<file path="src/rtl/mul_share_arbiter.sv">
// Round-robin arbiter sharing one registered multiplier among NREQ requesters.
// Results are returned tagged with the owning requester index.
module mul_share_arbiter #(
  parameter int NREQ    = 4,
  parameter int IDW     = 2,
  parameter int MUL_LAT = 1
) (
  input  logic               clk,
  input  logic               rst,
  input  logic [NREQ-1:0]    req_valid,
  output logic [NREQ-1:0]    req_ready,
  input  logic [16*NREQ-1:0] req_x,
  input  logic [16*NREQ-1:0] req_y,
  output logic [15:0]        mul_x,
  output logic [15:0]        mul_y,
  input  logic [31:0]        mul_p,
  output logic               resp_valid,
  input  logic               resp_ready,
  output logic [IDW-1:0]     resp_id,
  output logic [31:0]        resp_p,
  output logic               busy,
  output logic [15:0]        done_cnt
);

  typedef enum logic [1:0] {
    IDLE = 2'd0,
    WAIT = 2'd1,
    RESP = 2'd2
  } state_t;

  state_t         state, state_nxt;
  logic [IDW-1:0] rr_ptr;
  logic [IDW-1:0] gnt;
  logic [IDW-1:0] gnt_inc;
  logic [IDW-1:0] idx;
  logic           any_vld;
  logic           accept;
  logic [2:0]     wait_cnt;
  logic [15:0]    sel_x;
  logic [15:0]    sel_y;

  // first valid requester at or after rr_ptr, with wrap
  always_comb begin
    gnt     = '0;
    idx     = '0;
    any_vld = 1'b0;
    for (int k = 0; k < NREQ; k++) begin
      idx = IDW'((32'(rr_ptr) + 32'(k)) % 32'(NREQ));
      if (!any_vld && req_valid[idx]) begin
        any_vld = 1'b1;
        gnt     = idx;
      end
    end
  end

  assign gnt_inc = (gnt == IDW'(NREQ - 1)) ? '0 : gnt + 1'b1;

  always_comb begin
    sel_x = '0;
    sel_y = '0;
    for (int k = 0; k < NREQ; k++) begin
      if (IDW'(k) == gnt) begin
        sel_x = req_x[16*k +: 16];
        sel_y = req_y[16*k +: 16];
      end
    end
  end

  assign accept = (state == IDLE) && any_vld;

  always_comb begin
    req_ready = '0;
    if (accept && rst)
      req_ready[gnt] = 1'b1;
  end

  always_ff @(posedge clk or negedge rst) begin
    if (!rst)
      state <= IDLE;
    else
      state <= state_nxt;
  end

  always_comb begin
    state_nxt  = state;
    resp_valid = 1'b0;
    busy       = 1'b0;
    unique case (state)
      IDLE: begin
        if (accept)
          state_nxt = WAIT;
      end
      WAIT: begin
        busy = 1'b1;
        if (wait_cnt == '0)
          state_nxt = RESP;
      end
      RESP: begin
        busy       = 1'b1;
        resp_valid = 1'b1;
        if (resp_ready)
          state_nxt = IDLE;
      end
      default: state_nxt = IDLE;
    endcase
  end

  always_ff @(posedge clk or negedge rst) begin
    if (!rst) begin
      rr_ptr   <= '0;
      mul_x    <= '0;
      mul_y    <= '0;
      resp_id  <= '0;
      resp_p   <= '0;
      wait_cnt <= '0;
      done_cnt <= '0;
    end else begin
      if (accept) begin
        mul_x    <= sel_x;
        mul_y    <= sel_y;
        resp_id  <= gnt;
        rr_ptr   <= gnt_inc;
        wait_cnt <= 3'(MUL_LAT);
      end
      if (state == WAIT) begin
        if (wait_cnt != '0)
          wait_cnt <= wait_cnt - 1'b1;
        else
          resp_p <= mul_p;
      end
      if (state == RESP && resp_ready)
        done_cnt <= done_cnt + 1'b1;
    end
  end

endmodule

</file>
<file path="config.mk">
export PLATFORM = sky130hd
export DESIGN_NAME = mul_share_arbiter
export DESIGN_NICKNAME = d
export VERILOG_FILES = /design/src/rtl/mul_share_arbiter.sv
export SDC_FILE = /design/constraint.sdc
export NUM_CORES = 1
export LEC_CHECK = 0
export ABC_AREA = 0
export CORE_ASPECT_RATIO = 0.5
export CORE_MARGIN = 10
export CORE_UTILIZATION = 39
export DETAILED_ROUTE_END_ITERATION = 8
export PLACE_DENSITY_LB_ADDON = 0.3
export SYNTH_ARGS = -nofsm -noshare
export SYNTH_HDL_FRONTEND = slang
export SYNTH_SLANG_ARGS = --single-unit
export TNS_END_PERCENT = 50
</file>
<file path="constraint.sdc">
create_clock -name clk -period 2.5 [get_ports clk]
set_input_delay 0.375 -clock clk [delete_from_list [all_inputs] [get_ports clk]]
set_output_delay 0.375 -clock clk [all_outputs]
set_load 0.01 [all_outputs]
</file>
=== Word level (Yosys, flattened, before mapping) ===
Cells that the tools add are included.
Widths: inputs -> output; s select.

* Register bits: 89
* Output and inout bits: 88
* Word-level logic and storage cells: 84

* Add/subtract/negate cells: 6
* Order comparisons: 6
* Equality and inequality tests: 9
* Multiplexer cells: 37
* Bitwise operators: 1
* Reductions and logical operators: 17

{| class="wikitable"
|+ Operator list
! kind !! number
|-
| $mux 16 || 8
|-
| $add 16x1->16 const B || 1
|-
| $mux 2 || 8
|-
| $lt 2x3->1 const B || 5
|-
| $mux 1 || 11
|-
| $mux 3 || 3
|-
| $bmux 1 s2 || 4
|-
| $logic_and 1x1->1 || 7
|-
| $ne 2x2->1 const B || 3
|-
| $pmux 2 s3 || 1
|-
| $add 2x1->2 const B || 2
|-
| $add 2x2->2 const B || 2
|-
| $eq 2x2->1 const A || 2
|-
| $eq 2x2->1 const B || 2
|-
| $logic_not 2->1 || 2
|-
| $mux 4 || 1
|-
| $logic_not 1->1 || 3
|-
| $logic_not 3->1 || 1
|-
| $reduce_and 3->1 || 1
|-
| $reduce_bool 3->1 || 1
|-
| $sub 3x1->3 const B || 1
|-
| $demux 1 s2 || 1
|-
| $eq 1x2->1 const A || 1
|-
| $eq 2x1->1 const B || 1
|-
| 4 further kinds || 4
|}

=== Longest topological paths before layout ===
Gate-level depths: netlist of the first run.

* Word-level depth: 17
* Depth in mapped cells: 11
* Mapped depth without buffers: 9

=== Worst setup path after synthesis of the first run ===
OpenSTA, ideal clock, no wires.

* Path kind: input -> output
* Start: input req_valid[1]
* End: output req_ready[2]
* Arrival time: 1,964 ps
* Data required time: 2,125 ps
* Slack: 161 ps
* Cell stages on the path: 6
* Cell sequence: or4_4 > nand3_1 > ha_1 > clkbuf_1 > clkbuf_1 > and3_1

* Word-level cells in the longest chain between the ends: 17
* Elaborated cells between the ends (all ways): 30

{| class="wikitable"
|+ RTL lines
! what !! line !! source
|-
| start: declaration || 10 || <nowiki>input logic [NREQ-1:0] req_valid,</nowiki>
|-
| $bmux 1 s2 || 49 || <nowiki>if (!any_vld && req_valid[idx]) begin</nowiki>
|-
| $mux 1 (implied by the code) || 49 ||
|-
| $mux 1 || 49 ||
|-
| $logic_not 1->1 || 49 ||
|-
| $logic_and 1x1->1 || 49 ||
|-
| $mux 1 || 49 ||
|-
| $logic_not 1->1 || 49 ||
|-
| $logic_and 1x1->1 || 49 ||
|-
| $mux 1 || 49 ||
|-
| $logic_not 1->1 || 49 ||
|-
| $logic_and 1x1->1 || 49 ||
|-
| $mux 2 || 49 ||
|-
| $lt 2x3->1 (implied by the code) / $ge 2x1->1 (equally long branches) || 74 || <nowiki>req_ready[gnt] = 1'b1;</nowiki>
|-
| $logic_and 1x1->1 (implied by the code) || 74 ||
|-
| $mux 1 (implied by the code) || 74 ||
|-
| $demux 1 s2 || 74 ||
|-
| $mux 4 * || 73 || <nowiki>if (accept && rst)</nowiki>
|-
| end: declaration || 11 || <nowiki>output logic [NREQ-1:0] req_ready,</nowiki>
|}

Mark *: on every way between the ends. The rest lies on a longest branch, timed or not. The select of a mux whose other input is x is not followed.

=== Worst setup path in the final report of the first run ===
Ends and elaborated chain as after synthesis.

==> results of run 1 <==
registers in the layout (all words and copies together), names as in the netlist:
register and cells:
mul_x 16, done_cnt 16, resp_p 32, rr_ptr 2, wait_cnt 3, state 2
resp_id 2, mul_y 16
where the power goes:
part,internal (mW),switching [mW]
clock network,0.979,0.556
logic,2.63,2.27
registers,2.10,0.373
worst paths after layout:
check	startpoint	to	slack (ns)	cells past startpoint
hold reg to reg	done_cnt[15]$_DFFE_PN0P_	done_cnt[15]$_DFFE_PN0P_	0.47	1
setup reg to reg	rr_ptr[0]$_DFFE_PN0P_	mul_y[8]$_DFFE_PN0P_	0.10	11
hold / removal	done_cnt[15]$_DFFE_PN0P_	done_cnt[15]$_DFFE_PN0P_	0.47	1
setup / recovery	req_valid[1]	req_ready[2]	0.00005	7
max in group asynchronous	rst	mul_x[4]$_DFFE_PN0P_	0.83	3
min in group asynchronous	rst	resp_id[0]$_DFFE_PN0P_	0.49	2
through the flow:
| step | setup WS, ns | power, mW | cell area (µm²) |
|---|---|---|---|
| floorplan | 0.161 | 5.05 | 4580 |
| global placement | -0.408 | 7.18 | 7350 |
| detailed placement | -0.462 | 7.29 | 7350 |
| CTS | 0.0367 | 8.91 | 7730 |
| global route | -0.0520 | 9.50 | 7800 |
| finish | 0.0000528 | 8.91 | 7800 |
layout by cell type, fill, tap and decap left out, drive strengths merged, types with 3 or more instances in the layout:
cell type,Yosys,layout
and3,8,8
ha,11,11
nor2,37,37
dfrtp,89,89
buf,13,30
inv,41,43
nand2b,3,3
clkbuf,20,10
a221o,31,31
bufinv,0,3
nand3,10,10
xnor2,13,13
nand2,15,15
mux2,35,35
a22oi,32,32
nand4,3,3
a21oi,69,69
o21ai,5,5
clkdlybuf4s50,0,247
worst reg2reg max path: cells and delay by family, from the launching register on:
kind	cells	cell delay [ns]
compound gates	5	0.84
simple gates	3	0.47
flops	1	0.44
buf+inv	2	0.30
fa+ha+maj	1	0.21
routing by layer:
metal	global-route usage	wire length [µm]	vias up
li1	-	-	2139
met1	0.197	6220	2166
met2	0.355	9040	121
met3	0.0414	661	26
met4	0.0614	461	0
met5	0	0	-
what timing repair did:
item / in CTS / in global routing
hold buffers: 1 / 0
pin swaps: 3 / 2
resized for setup: 22 / 15
setup buffers: 2 / 1
endpoints found under the hold margin: 22 / 0
endpoints found under the setup margin: 5 / 35
kinds of logic (layout without fill, tap and decap cells):
family	Yosys count	after routing	synth area share
muxes	35	35	0.0861
xor gates and xnor gates	15	15	0.0287
adders and majority gates	11	11	0.0301
DFF	89	89	0.486
and+or+nand+nor	85	85	0.0874
AOI/OAI and AO/OA	144	144	0.212
buffers and inverters	74	337	0.0694
final cells by class:
| class | count | area (µm²) |
|---|---|---|
| timing repair buffer | 281 | 2750 |
| multi-input combinational | 290 | 2130 |
| fill | 877 | 3410 |
| sequential | 89 | 2230 |
| clock buffer | 9 | 225 |
| clock inverter | 6 | 115 |
| inverter | 41 | 154 |
| tap | 159 | 199 |
synthesized netlist by cell type, types with 2 or more instances:
master,n
buf_6,4
a21oi_1,69
a21o_1,2
a221o_1,31
o21ai_0,5
dfrtp_1,89
nand2_1,15
nand4_1,3
clkbuf_1,20
nor2_1,37
buf_4,2
a22oi_1,32
buf_2,2
and4_1,2
xnor2_1,13
nand2b_1,3
buf_1,5
mux2_2,35
o22ai_1,2
and3_1,8
ha_1,11
nor2b_1,2
xor2_1,2
inv_1,41
nand3_1,10
==> results.yml, run 1 <==
outcome:
  status: "finished, final reports clean"
yosys:
  synth_edf_count: 0
  avgSynthCellArea_um2: 10.1
  syn_nets: 631
  yosys.area.top_type: "dfrtp_1"
  synth_cells: 453
  ys_warn_count: 0
  synth_cell_types: 33
  synth.yosys.seq_area_share: 0.486
  async_flop_share: 1.00
  synthTopCellsByArea: "dfrtp_1 (49%), mux2_2 (8.6%), a21oi_1 (7.5%), a221o_1 (6.8%), a22oi_1 (5.2%)"
  ys.flop_type: "dfrtp_1"
  yosys.area.top_type_share: 0.486
  synth.ff_latch_count: 89
  synth_area_um2: 4580
global_route:
  grt_usage: 0.185
  grt_pass1_vias: 4455
  grt_first_pass_wirelength_um: 25100
  antenna_found_initial: 0
  grt_overflow: 0
  grt_max_degree: 68
place:
  place_inst: 856
  hpwl_um: 12800
  numPortBuffers: 254
  place_congestion: 0.852
route:
  dr.pass1.iters: 4
  wl_per_cell_um: 18.7
  vias: 4452
  vias_per_cell: 5.09
  first_iter_violations: 247
  drtAntennaViolNets: 0
  wl_um: 16400
  drc_errors: 0
setup_path:
  worst-path-max-fanout: 5
  crit_path_cell_trace: "clkdlybuf4s50_1, buf_4, or4_4, nand3_2, ha_2, and3_1, buf_2"
  critPathLaunchType: "primary input"
  cp_top_family: "simple AND/OR/NAND/NOR gates"
  crit_required_ns: 2.12
  critPathKind: "in -> out"
  critPathMaxStageDelay_ns: 0.56
  cpMaxStageDelayCell: "or4_4"
  worstPathArrival_ns: 2.12
  worst-path-buf-inv: 3
  end_kind: "primary output"
sta:
  tightest_slew_ns: 0.862
  grt_setup_unrepaired: "yes"
  fin_tns_setup_ns: 0
  hold_ws_ns: 0.474
  drv_slew: 0
  finalSetupViolations: 0
  fin_crit_ns: 2.50
  finClkSkew_ns: 0.00849
  max_freq_mhz: 400
  relSlewSlack: 0.425
  layout_worst_path_cycle_share: 1.00
  final_hold_viol_count: 0
floorplan:
  initial_core_util: 0.408
  die_height_um: 96.6
  io_pins: 255
  core_area_um2: 11200
  die_x_um: 173
  rows: 27
  die_area_um2: 16700
clocking:
  cts_buffer_depth: 2
  cts_tree: "done"
  cts_root_buf: "clkbuf_16"
  clock-sinks: 89
  htreeDepth: 3
  numCtsBuffers: 9
  clk_pin_slew_ns: 0.07
  clk_latency_ns: 0.33
cells_and_area:
  nets: 890
  utilization: 0.696
  instances_no_fill: 875
  syn2layout_area_growth_pct: 70.4
  drive_gt1_frac: 0.140
  n_antenna_cell: 0
pwr:
  p_leak_nw: 3.36
  powerDensity_nw_per_um2: 1140
  irDropWorstVdd_v: 0.000525
worst_hold_path:
  hold_class: "reg -> reg"
job:
  maxCapViolCount: 0
Power figures use the tool's default switching activity.
==> run 2, diff against run 1 <==
--- a/config.mk
+++ b/config.mk
@@ -6,6 +6,7 @@
 export NUM_CORES = 1
 export LEC_CHECK = 0
 export ABC_AREA = 0
+export ABC_CLOCK_PERIOD_IN_PS = 2500
 export CORE_ASPECT_RATIO = 0.5
 export CORE_MARGIN = 10
 export CORE_UTILIZATION = 39
==> results of run 2 <==
Final layout, timing and power as in run 1 (identical DEF).
==> run 3, diff against run 2 <==
--- a/config.mk
+++ b/config.mk
@@ -10,6 +10,7 @@
 export CORE_ASPECT_RATIO = 0.5
 export CORE_MARGIN = 10
 export CORE_UTILIZATION = 39
+export CTS_CLUSTER_SIZE = 16
 export DETAILED_ROUTE_END_ITERATION = 8
 export PLACE_DENSITY_LB_ADDON = 0.3
 export SYNTH_ARGS = -nofsm -noshare
==> results of run 3 <==
Final layout, timing and power as in run 1 (identical DEF).
